==> src/rtl/acc_drain_requant_pkg.sv <==
// Shared types, widths and the saturation helper for the accumulator drain/requant path.
// Latency: n/a (declarations only).
// Backpressure: n/a.
package acc_drain_requant_pkg;

    localparam int ACC_WIDTH   = 32;   // PE accumulator width
    localparam int ACT_WIDTH   = 8;    // requantized activation width
    localparam int REQ_SCALE_W = 16;   // unsigned requant multiplier width
    localparam int REQ_SHIFT_W = 5;    // right-shift amount width (0..31)

    // Saturation input is widened to a fixed size so any requant user can share it.
    localparam int SAT_IN_W = 64;

    localparam int ACT_MAX = (2 ** (ACT_WIDTH - 1)) - 1;
    localparam int ACT_MIN = -(2 ** (ACT_WIDTH - 1));

    localparam logic signed [SAT_IN_W-1:0] SAT_MAX = SAT_IN_W'(ACT_MAX);
    localparam logic signed [SAT_IN_W-1:0] SAT_MIN = SAT_IN_W'(ACT_MIN);

    typedef enum logic [1:0] {
        IDLE  = 2'd0,
        DRAIN = 2'd1,
        FLUSH = 2'd2
    } drain_state_e;

    typedef struct packed {
        logic                 sat;
        logic [ACT_WIDTH-1:0] data;
    } act_sat_t;

    // Clamp a signed value to the activation range and flag whether it clipped.
    function automatic act_sat_t sat_to_act(input logic signed [SAT_IN_W-1:0] v);
        act_sat_t r;
        if (v > SAT_MAX) begin
            r.sat  = 1'b1;
            r.data = ACT_WIDTH'(ACT_MAX);
        end else if (v < SAT_MIN) begin
            r.sat  = 1'b1;
            r.data = ACT_WIDTH'(ACT_MIN);
        end else begin
            r.sat  = 1'b0;
            r.data = v[ACT_WIDTH-1:0];
        end
        return r;
    endfunction

endpackage

==> src/rtl/acc_drain_requant_requant_stage.sv <==
// Two-stage requant pipeline: S1 = signed(acc) x unsigned(scale), S2 = round, shift, saturate.
// Latency: 2 enabled cycles from in_vld_i to out_valid_o.
// Backpressure: both stages hold while en_i is low; S2 is the output register.
// Ports: en_i advance strobe; in_vld_i/acc_i/ovf_i/last_i issue slot; scale_i for S1,
//        shift_i (and zp_i when ACC_DRAIN_ZERO_POINT_EN is defined) for S2; out_* result beat.
module acc_drain_requant_requant_stage
    import acc_drain_requant_pkg::*;
#(
    parameter int SCALE_W = REQ_SCALE_W,
    parameter int SHIFT_W = REQ_SHIFT_W
) (
    input  logic                        clk,
    input  logic                        rst_n,
    input  logic                        en_i,
    input  logic                        in_vld_i,
    input  logic [ACC_WIDTH-1:0]        acc_i,
    input  logic                        ovf_i,
    input  logic                        last_i,
    input  logic [SCALE_W-1:0]          scale_i,
    input  logic [SHIFT_W-1:0]          shift_i,
`ifdef ACC_DRAIN_ZERO_POINT_EN
    input  logic signed [ACT_WIDTH-1:0] zp_i,
`endif
    output logic signed [ACT_WIDTH-1:0] out_data_o,
    output logic                        out_valid_o,
    output logic                        out_last_o,
    output logic                        out_sat_o
);

    // One extra bit so the unsigned scale can be treated as a signed operand.
    localparam int PROD_W = ACC_WIDTH + SCALE_W + 1;

    logic signed [PROD_W-1:0] acc_x;
    logic signed [PROD_W-1:0] scl_x;
    logic signed [PROD_W-1:0] prod_d;

    logic                     s1_vld_q;
    logic signed [PROD_W-1:0] s1_prod_q;
    logic                     s1_ovf_q;
    logic                     s1_neg_q;
    logic                     s1_last_q;

    logic signed [PROD_W-1:0]   rnd;
    logic signed [PROD_W-1:0]   sum;
    logic signed [PROD_W-1:0]   q;
    logic signed [SAT_IN_W-1:0] q_ext;
    act_sat_t                   r;
    logic [ACT_WIDTH-1:0]       s2_data_d;
    logic                       s2_sat_d;

`ifdef ACC_DRAIN_ZERO_POINT_EN
    localparam logic signed [SAT_IN_W-1:0] SAT9_MAX = SAT_IN_W'((2 ** ACT_WIDTH) - 1);
    localparam logic signed [SAT_IN_W-1:0] SAT9_MIN = SAT_IN_W'(-(2 ** ACT_WIDTH));
    logic signed [ACT_WIDTH:0]   q9;
    logic                        clip9;
    logic signed [ACT_WIDTH+1:0] zsum;
`endif

    always_comb begin
        acc_x  = {{(PROD_W-ACC_WIDTH){acc_i[ACC_WIDTH-1]}}, acc_i};
        scl_x  = {{(PROD_W-SCALE_W){1'b0}}, scale_i};
        prod_d = acc_x * scl_x;
    end

    always_comb begin
        // Half-LSB bias before the arithmetic shift gives round-half-up toward +inf.
        if (shift_i == '0) begin
            rnd = '0;
        end else begin
            rnd = PROD_W'(1) << (shift_i - SHIFT_W'(1));
        end
        sum   = s1_prod_q + rnd;
        q     = sum >>> shift_i;
        q_ext = SAT_IN_W'(q);
`ifdef ACC_DRAIN_ZERO_POINT_EN
        // Pre-clamp to one bit wider than the activation so the zero-point add
        // fits in ACT_WIDTH+2 bits; anything clipped here would clip afterwards too.
        clip9 = 1'b0;
        if (q_ext > SAT9_MAX) begin
            q9    = (ACT_WIDTH+1)'((2 ** ACT_WIDTH) - 1);
            clip9 = 1'b1;
        end else if (q_ext < SAT9_MIN) begin
            q9    = (ACT_WIDTH+1)'(-(2 ** ACT_WIDTH));
            clip9 = 1'b1;
        end else begin
            q9 = q_ext[ACT_WIDTH:0];
        end
        zsum      = {q9[ACT_WIDTH], q9} + {{2{zp_i[ACT_WIDTH-1]}}, zp_i};
        r         = sat_to_act(SAT_IN_W'(zsum));
        s2_data_d = r.data;
        s2_sat_d  = r.sat | clip9;
`else
        r         = sat_to_act(q_ext);
        s2_data_d = r.data;
        s2_sat_d  = r.sat;
`endif
        // A PE overflow makes the accumulator meaningless; pin to the rail of its sign.
        if (s1_ovf_q) begin
            s2_data_d = s1_neg_q ? ACT_WIDTH'(ACT_MIN) : ACT_WIDTH'(ACT_MAX);
            s2_sat_d  = 1'b1;
        end
    end

    always_ff @(posedge clk or negedge rst_n) begin
        if (!rst_n) begin
            s1_vld_q    <= 1'b0;
            s1_prod_q   <= '0;
            s1_ovf_q    <= 1'b0;
            s1_neg_q    <= 1'b0;
            s1_last_q   <= 1'b0;
            out_valid_o <= 1'b0;
            out_data_o  <= '0;
            out_last_o  <= 1'b0;
            out_sat_o   <= 1'b0;
        end else if (en_i) begin
            s1_vld_q    <= in_vld_i;
            s1_prod_q   <= prod_d;
            s1_ovf_q    <= ovf_i;
            s1_neg_q    <= acc_i[ACC_WIDTH-1];
            s1_last_q   <= last_i;
            out_valid_o <= s1_vld_q;
            out_data_o  <= s2_data_d;
            out_last_o  <= s1_last_q;
            out_sat_o   <= s2_sat_d;
        end
    end

endmodule

==> src/rtl/acc_drain_requant.sv <==
// Snapshots the PE accumulator array at tile end, clears it, and streams requantized results row-major.
// Latency: start in cycle T -> clear_acc/busy in T+1 -> first out_valid in T+2; 1 beat/cycle after.
// Backpressure: valid/ready; the whole pipeline and issue index hold while out_valid && !out_ready.
// Ports: start/acc_in/ovf_in/scale/shift (+ zp under ACC_DRAIN_ZERO_POINT_EN) sampled on accepted start;
//        clear_acc pulse to the array; busy/done status; out_data/out_valid/out_ready/out_last/out_sat stream.
module acc_drain_requant
    import acc_drain_requant_pkg::*;
#(
    parameter int ROWS    = 4,
    parameter int COLS    = 4,
    parameter int SCALE_W = REQ_SCALE_W,
    parameter int SHIFT_W = REQ_SHIFT_W
) (
    input  logic                            clk,
    input  logic                            rst_n,
    input  logic                            start,
    input  logic [ROWS*COLS*ACC_WIDTH-1:0]  acc_in,
    input  logic [ROWS*COLS-1:0]            ovf_in,
    input  logic [SCALE_W-1:0]              scale,
    input  logic [SHIFT_W-1:0]              shift,
`ifdef ACC_DRAIN_ZERO_POINT_EN
    input  logic signed [ACT_WIDTH-1:0]     zp,
`endif
    output logic                            clear_acc,
    output logic                            busy,
    output logic                            done,
    output logic signed [ACT_WIDTH-1:0]     out_data,
    output logic                            out_valid,
    input  logic                            out_ready,
    output logic                            out_last,
    output logic                            out_sat
);

    localparam int N     = ROWS * COLS;
    localparam int IDX_W = (N > 1) ? $clog2(N) : 1;
    localparam logic [IDX_W-1:0] LAST_IDX = IDX_W'(N - 1);

    drain_state_e         state_q, state_d;
    logic [IDX_W-1:0]     idx_q, idx_d;
    logic [ACC_WIDTH-1:0] acc_q [N];
    logic [N-1:0]         ovf_q;
    logic [SCALE_W-1:0]   scale_q;
    logic [SHIFT_W-1:0]   shift_q;
    logic                 clear_q, clear_d;
    logic                 done_q, done_d;
    logic                 snap;
`ifdef ACC_DRAIN_ZERO_POINT_EN
    logic signed [ACT_WIDTH-1:0] zp_q;
`endif

    logic                 adv;
    logic                 iss_vld;
    logic [ACC_WIDTH-1:0] iss_acc;
    logic                 iss_ovf;
    logic                 iss_last;
    logic [SCALE_W-1:0]   iss_scale;

    assign adv       = out_ready || !out_valid;
    assign busy      = (state_q != IDLE);
    assign clear_acc = clear_q;
    assign done      = done_q;

    always_comb begin
        state_d   = state_q;
        idx_d     = idx_q;
        clear_d   = 1'b0;
        done_d    = 1'b0;
        snap      = 1'b0;
        iss_vld   = 1'b0;
        iss_acc   = acc_q[idx_q];
        iss_ovf   = ovf_q[idx_q];
        iss_scale = scale_q;
        iss_last  = (idx_q == LAST_IDX);
        case (state_q)
            IDLE: begin
                // Element 0 bypasses the shadow and enters S1 on the snapshot edge,
                // so the first beat appears one cycle after clear_acc. The pipeline
                // is always empty in IDLE, so the stage is enabled here.
                if (start) begin
                    snap      = 1'b1;
                    clear_d   = 1'b1;
                    iss_vld   = 1'b1;
                    iss_acc   = acc_in[ACC_WIDTH-1:0];
                    iss_ovf   = ovf_in[0];
                    iss_scale = scale;
                    iss_last  = (N == 1);
                    idx_d     = (N == 1) ? '0 : IDX_W'(1);
                    state_d   = (N == 1) ? FLUSH : DRAIN;
                end
            end
            DRAIN: begin
                iss_vld = 1'b1;
                if (adv) begin
                    if (idx_q == LAST_IDX) begin
                        state_d = FLUSH;
                    end else begin
                        idx_d = idx_q + 1'b1;
                    end
                end
            end
            FLUSH: begin
                if (out_valid && out_ready && out_last) begin
                    state_d = IDLE;
                    done_d  = 1'b1;
                end
            end
            default: state_d = IDLE;
        endcase
    end

    always_ff @(posedge clk or negedge rst_n) begin
        if (!rst_n) begin
            state_q <= IDLE;
            idx_q   <= '0;
            clear_q <= 1'b0;
            done_q  <= 1'b0;
        end else begin
            state_q <= state_d;
            idx_q   <= idx_d;
            clear_q <= clear_d;
            done_q  <= done_d;
        end
    end

    always_ff @(posedge clk or negedge rst_n) begin
        if (!rst_n) begin
            for (int i = 0; i < N; i++) begin
                acc_q[i] <= '0;
            end
            ovf_q   <= '0;
            scale_q <= '0;
            shift_q <= '0;
`ifdef ACC_DRAIN_ZERO_POINT_EN
            zp_q    <= '0;
`endif
        end else if (snap) begin
            for (int i = 0; i < N; i++) begin
                acc_q[i] <= acc_in[i*ACC_WIDTH +: ACC_WIDTH];
            end
            ovf_q   <= ovf_in;
            scale_q <= scale;
            shift_q <= shift;
`ifdef ACC_DRAIN_ZERO_POINT_EN
            zp_q    <= zp;
`endif
        end
    end

    acc_drain_requant_requant_stage #(
        .SCALE_W (SCALE_W),
        .SHIFT_W (SHIFT_W)
    ) u_stage (
        .clk         (clk),
        .rst_n       (rst_n),
        .en_i        (adv),
        .in_vld_i    (iss_vld),
        .acc_i       (iss_acc),
        .ovf_i       (iss_ovf),
        .last_i      (iss_last),
        .scale_i     (iss_scale),
        .shift_i     (shift_q),
`ifdef ACC_DRAIN_ZERO_POINT_EN
        .zp_i        (zp_q),
`endif
        .out_data_o  (out_data),
        .out_valid_o (out_valid),
        .out_last_o  (out_last),
        .out_sat_o   (out_sat)
    );

endmodule

==> config.mk <==
export PLATFORM = sky130hd
export DESIGN_NAME = acc_drain_requant
export DESIGN_NICKNAME = d
export VERILOG_FILES = /design/src/rtl/acc_drain_requant_pkg.sv /design/src/rtl/acc_drain_requant_requant_stage.sv /design/src/rtl/acc_drain_requant.sv
export SDC_FILE = /design/constraint.sdc
export NUM_CORES = 2
export LEC_CHECK = 0
export ABC_AREA = 1
export CORE_AREA = 4 4 302 378
export CTS_BUF_LIST = sky130_fd_sc_hd__clkbuf_4 sky130_fd_sc_hd__clkbuf_8
export CTS_CLUSTER_SIZE = 10
export DETAILED_ROUTE_END_ITERATION = 10
export DIE_AREA = 0 0 306 382
export HOLD_SLACK_MARGIN = 0.08
export PLACE_DENSITY = 0.8
export RECOVER_POWER = 50
export SLEW_MARGIN = 10
export SYNTH_ARGS = -nofsm -noshare
export SYNTH_HDL_FRONTEND = slang
export SYNTH_HIERARCHICAL = 1
export SYNTH_SLANG_ARGS = --single-unit
==> constraint.sdc <==
create_clock -name clk -period 7.9 [get_ports clk]
set_clock_uncertainty 0.15 [all_clocks]
set_input_delay 0.79 -clock clk [delete_from_list [all_inputs] [get_ports clk]]
set_output_delay 0.79 -clock clk [all_outputs]
set_load 0.005 [all_outputs]
### After elaboration in Yosys (flattened, before gate mapping)

Cells that the tools add are included.

| word-level totals | value |
|---|---|
| register bits after elaboration | 621 |
| latch bits | 0 |
| RAM bits | 0 |
| bits in read-only memories | 0 |
| input bits | 553 |
| memories kept | 0 |

| cells by class | value |
|---|---|
| $add $sub $neg | 3 |
| $mul | 1 |
| div/mod/pow operators | 0 |
| magnitude comparators | 4 |
| eq/ne operators | 8 |
| shift-type cells | 2 |
| multiplexer cells | 33 |
| bitwise logic cells | 1 |
| reduce and logical (&&, ||, !) cells | 10 |

Operator list:

| cell | number |
|---|---|
| 32-bit binary-select mux with 4-bit select | 1 |
| 32-bit two-way mux | 4 |
| 49-bit adder | 1 |
| 49-bit by 8-bit greater-than comparator with 1-bit output, second input constant | 1 |
| 49-bit by 8-bit less-than comparator with 1-bit output, second input constant | 1 |
| 32-bit by 17-bit multiplier with 49-bit output | 1 |
| 49-bit two-way mux | 1 |
| 1-bit by 5-bit left shift with 49-bit output, first input constant | 1 |
| 49-bit by 5-bit >>> shifter with 49-bit output | 1 |
| 16-bit two-way mux | 2 |
| 9-bit two-way mux | 2 |
| 8-bit two-way mux | 2 |
| 4-bit two-way mux | 3 |
| 1-bit two-way mux | 10 |
| 2-bit != test, second input constant | 5 |
| 2-bit two-way mux | 4 |
| 4-bit one-hot mux with 2 select lines | 1 |
| 4-bit AND reduction | 2 |
| 2-bit one-hot mux with 3 select lines | 1 |
| 5-bit >= comparator, second input constant | 1 |
| 5-bit logical NOT | 1 |
| 4-bit by 5-bit less-than comparator with 1-bit output, second input constant | 1 |
| 4-bit NOT with 5-bit output | 1 |
| 5-bit by 1-bit subtractor with 5-bit output, second input constant | 1 |
| 11 further kinds | 13 |

### Logic depth before layout (Yosys ltp)

| logic depth | value |
|---|---|
| depth in word-level cells | 9 |
| mapped depth | 51 |
| depth with buffers taken out | 46 |

### By module

Netlist, hierarchy kept.

By module, submodules not included:

| module | times used | cells each | area an instance (sq um) | seq. area each (sq um) |
|---|---|---|---|---|
| acc_drain_requant_requant_stage | 1 | 4160 | 28060.7 | 1601.5 |
| acc_drain_requant | 1 | 3617 | 26873.3 | 13938.4 |

### Worst setup path after synthesis

OpenSTA, ideal clock, no wires.

| path | value |
|---|---|
| path kind | input to register |
| start point | input port start |
| end point | register u_stage.s1_prod_q[45] |
| library setup time | 132 ps |
| arrival time | 7399 ps |
| required time | 7618 ps |
| setup slack | 218 ps |
| stages | 35 |
| path buffers | 4 |
| path through | nand2_2 inv_2 buf_2 buf_2 nand2_1 nand2_1 clkbuf_1 clkbuf_1 nand2_1 fa_1 inv_1 fa_1 inv_1 fa_1 fa_1 inv_1 fa_1 fa_1 ha_1 a21oi_1 o21ai_0 o21bai_1 nand2_1 nand2_1 nand2_1 nand2_1 a21boi_1 o21ai_1 a21oi_1 o21ai_1 a21oi_1 o21ai_0 or2_2 nand3_1 o21ai_0 |

| on the way | value |
|---|---|
| cells in the longest elaborated chain, start to end | 3 |
| elaborated cells on any way between the ends | 5 |

Ends and longest elaborated chain:

| item | RTL line | RTL |
|---|---|---|
| from (decl) | acc_drain_requant.sv:16 | `input logic start,` |
| 32-bit two-way mux | acc_drain_requant.sv:79 | `if (start) begin` |
| 32-bit two-way mux | acc_drain_requant.sv:74 | `case (state_q)` |
| net iss_acc[10] | acc_drain_requant.sv:53 | `logic [ACC_WIDTH-1:0] iss_acc;` |
| 32-bit by 17-bit multiplier with 49-bit output | acc_drain_requant_requant_stage.sv:62 | `prod_d = acc_x * scl_x;` |
| to (signal assigned) | acc_drain_requant_requant_stage.sv:117 | `s1_prod_q <= prod_d;` |
| to (decl) | acc_drain_requant_requant_stage.sv:38 | `logic signed [PROD_W-1:0] s1_prod_q;` |

The timed path passes the listed nets, and every way through them passes these cells.
A chain may end at the register's enable or synchronous reset.

### Final worst setup path

| path | value |
|---|---|
| start point | register idx_q[0] |
| end point | register u_stage.s1_prod_q[41] |

| on the way | value |
|---|---|
| cells in the longest elaborated chain, start to end | 7 |

Ends and longest elaborated chain:

| item | RTL line | RTL |
|---|---|---|
| from (decl) | acc_drain_requant.sv:39 | `logic [IDX_W-1:0] idx_q, idx_d;` |
| from (signal assigned) | acc_drain_requant.sv:119 | `idx_q <= idx_d;` |
| 4-bit NOT with 5-bit output (not written as such) (*) | acc_drain_requant.sv:70 | `iss_acc = acc_q[idx_q];` |
| 32-bit binary-select mux with 4-bit select (*) | acc_drain_requant.sv:70 |  |
| 32-bit two-way mux (not written as such) (*) (2 in series) | acc_drain_requant.sv:70 |  |
| 32-bit two-way mux | acc_drain_requant.sv:79 |  |
| 32-bit two-way mux (*) | acc_drain_requant.sv:74 |  |
| net iss_acc[10] | acc_drain_requant.sv:53 |  |
| 32-bit by 17-bit multiplier with 49-bit output (*) | acc_drain_requant_requant_stage.sv:62 |  |

Mark *: on every way through the listed nets, which the timed path passes. The rest lies on a longest branch. The select of a mux whose other input is x is not followed.

==> metrics.txt <==
grt total ovfl=0; Placed Cells=9827; number of setup violations in the final report=0; max cap viols=3; Layout Nets=roughly 9700; clock sink total=621; status=complete, but fails checks; synthesis-to-finish area growth=25.2%; Mapped Cells=between 7000 and 8000; design area=68800 sq um; min-delay worst type=primary input to register; crit path max fanout=8; CTS H-tree lvls=3; DP HPWL=173 mm; Core Util, Final=62.5%; failing checks=capacitance limit, slew limit; cell mode on critical path=nand2_2; share of layout cells above drive strength 1=around 12%; CTS tree=built; Die Span Y=382 um; port buffer count=566; initial core utilization=49.9%; antenna violations before repair=41; Slowest cell on crit path=dfrtp_4; Worst-Margin Slew=4.78 ns; chip width=306 um; post-route non-filler standard cell count=10087; Fmax=127 MHz; Worst-Skew Late Latency=between 0.8 and 0.9 ns; CP Launch Type=register; area of the core=110000 sq um; critical path endpoint category=register; WL final=roughly 220 mm; Post-Syn Area=54900 sq um; Clock Pin Slew Worst Setup and Hold Paths=around 0.07 ns; post-synthesis cell type count=57; drt first pass iters=6; Vias/cell=5.44; tightest hold margin=0.317 ns; Initial DRC Count=6408; Clock Path Buffers=3; vias in the first global route=54450; DRT antenna net count=0; total CTS buffers=104; max incr delay on CP=~0.64 ns; DR vias=between 50000 and 60000; Final period util=99.5%; flops & latches, synth=621; GRT Total Usage=a little over a third; Synth Flop Type=dfrtp_1; crit path time final=7.86 ns; row count=136; Post-synth EDFFs=0; Max-slew headroom=-219%; Syn Area/Cell=slightly above 7 sq um; Final Max Slew Viols=202; IO Pins=567; largest net degree at the start of global routing=about 250; Yosys warning count=6; Final Hold Fails=0; worst path arrival time=around 8.3 ns; WL/cell=21.8 um; Crit Path Class=register to register; first-pass GRT wire length=between 300 and 400 mm; Net Count, Synth=8970; die area=117000 sq um; root buffer cell=clkbuf_8; RSZ-0062 raised after global routing=yes; Seq/Total Area, Yosys=28.3%; DRC=0; RePlAce Congestion=1.01; Async SR Flop Fraction=100%; Worst Path Required=~8.4 ns; placed inst area=~65000 sq um
critical path, delay by kind of cell, from the launching register on:
kind                     cells  cell delay, ns
AO/OA/AOI/OAI               10            1.30
adder cells (fa/ha/maj)      7            3.44
buffers and inverters        7            0.74
flip-flops                   1            0.64
AND/OR/NAND/NOR             15            1.36
metal layers:
metal | global-route usage (%) | up-vias | share of wire [%] | routed length (um)
li1 | - | 25050 | - | -
met1 | 45.1 | 26209 | 37 | 80600
met2 | 58.4 | 2910 | 46 | 101000
met3 | 7.36 | 699 | 9.8 | 21500
met4 | 23.1 | 0 | 7.5 | 16600
met5 | 0 | - | 0 | 0
what timing repair did:
action                                  CTS  global route
hold endpoints to repair                 76             0
buffers inserted                          0            32
cloned                                    0             6
pin swaps                                 4            80
gates resized for setup                  31           278
hold buffers                              1             0
endpoints found under the setup margin   16            20
sequential cells by signal, indices dropped and copies added, names as in the netlist, 2 cells and up:
name	cells
acc_q	512
u_stage/s1_prod_q	49
ovf_q	16
scale_q	16
u_stage/out_data_o	8
shift_q	5
idx_q	4
state_q	2
layout by cell type, fill, tap and decap left out, types with 60 or more instances in the layout:
cell / instances
nand2_1: 2553
inv_1: 1426
nand3_1: 771
dfrtp_1: 614
clkdlybuf4s50_1: 565
fa_1: 482
buf_4: 378
o21ai_0: 328
nor2_1: 265
o21ai_1: 256
ha_1: 133
clkbuf_8: 132
nand2_2: 81
nand3_2: 78
buf_12: 69
a21oi_1: 60
cell usage after synthesis, types with 5 or more instances:
master    number  area [sq um]
buf_2        142           711
ha_1         150          1880
inv_1       1437          5390
inv_2         14          52.6
nand3_1      828          4140
buf_1         30           113
clkbuf_1     213           800
nor3_1         8          40.0
o211ai_1       5          37.5
a21oi_1       75           375
nand2_2       21           131
a31oi_1       16           100
xnor2_1       37           324
nand3_2       33           330
nor2_2        26           163
nand4_1       22           138
fa_1         490          9810
nand2_1     2620          9830
buf_4         35           263
a21boi_1       5          37.5
o21ai_0      349          1750
o21bai_1       7          52.6
dfrtp_1      621         15500
nor2_1       268          1010
or2_2          5          31.3
o21ai_1      244          1220
xor2_1        27           236
metrics by stage:
step                TNS (ns)  setup slack (ns)
floorplan                  0             0.218
global placement       -2.65            -0.344
detailed placement     -4.35            -0.426
CTS                        0           0.00326
global route           -1.34            -0.215
finish                     0            0.0426
cells by family after synthesis:
group,after synthesis,share of synthesized area [%]
adder cells (fa/ha/maj),640,21.3
flip-flops,621,28.3
multiplexers,4,0.0729
other,1,0.00683
AO/OA/AOI/OAI,720,6.80
AND/OR/NAND/NOR,3848,29.1
buffers and inverters,1879,13.5
XOR/XNOR,64,1.02
path summary, 6_finish.rpt:
kind,depth (start not counted),from,end,slack (ns)
worst max-delay path,39,idx_q[0]$_DFFE_PN0P_,u_stage/s1_prod_q[41]$_DFFE_PN0P_,0.04
worst min-delay path,3,acc_in[164],acc_q[324]$_DFFE_PN0P_,0.32
worst max register to register,39,idx_q[0]$_DFFE_PN0P_,u_stage/s1_prod_q[41]$_DFFE_PN0P_,0.04
worst min register to register,2,scale_q[1]$_DFFE_PN0P_,scale_q[1]$_DFFE_PN0P_,0.32
max in group asynchronous,4,rst_n,shift_q[1]$_DFFE_PN0P_,1.38
min in group asynchronous,2,rst_n,acc_q[423]$_DFFE_PN0P_,2.08
final cells by class:
cell class                 instances  area [sq um]
antenna                           40           100
clock buffer                     155          1990
clock inverter                    30           427
fill                            9624         41300
inverter                        1454          5500
multi-input combinational       5277         33000
sequential                       621         15600
tap                             1449          1810
timing repair buffer            1060         10400
timing repair inverter             1          11.3
Power is left out: the tool's default activity adds up to more than one toggle a clock period on the data nets, which glitch-free logic cannot reach.
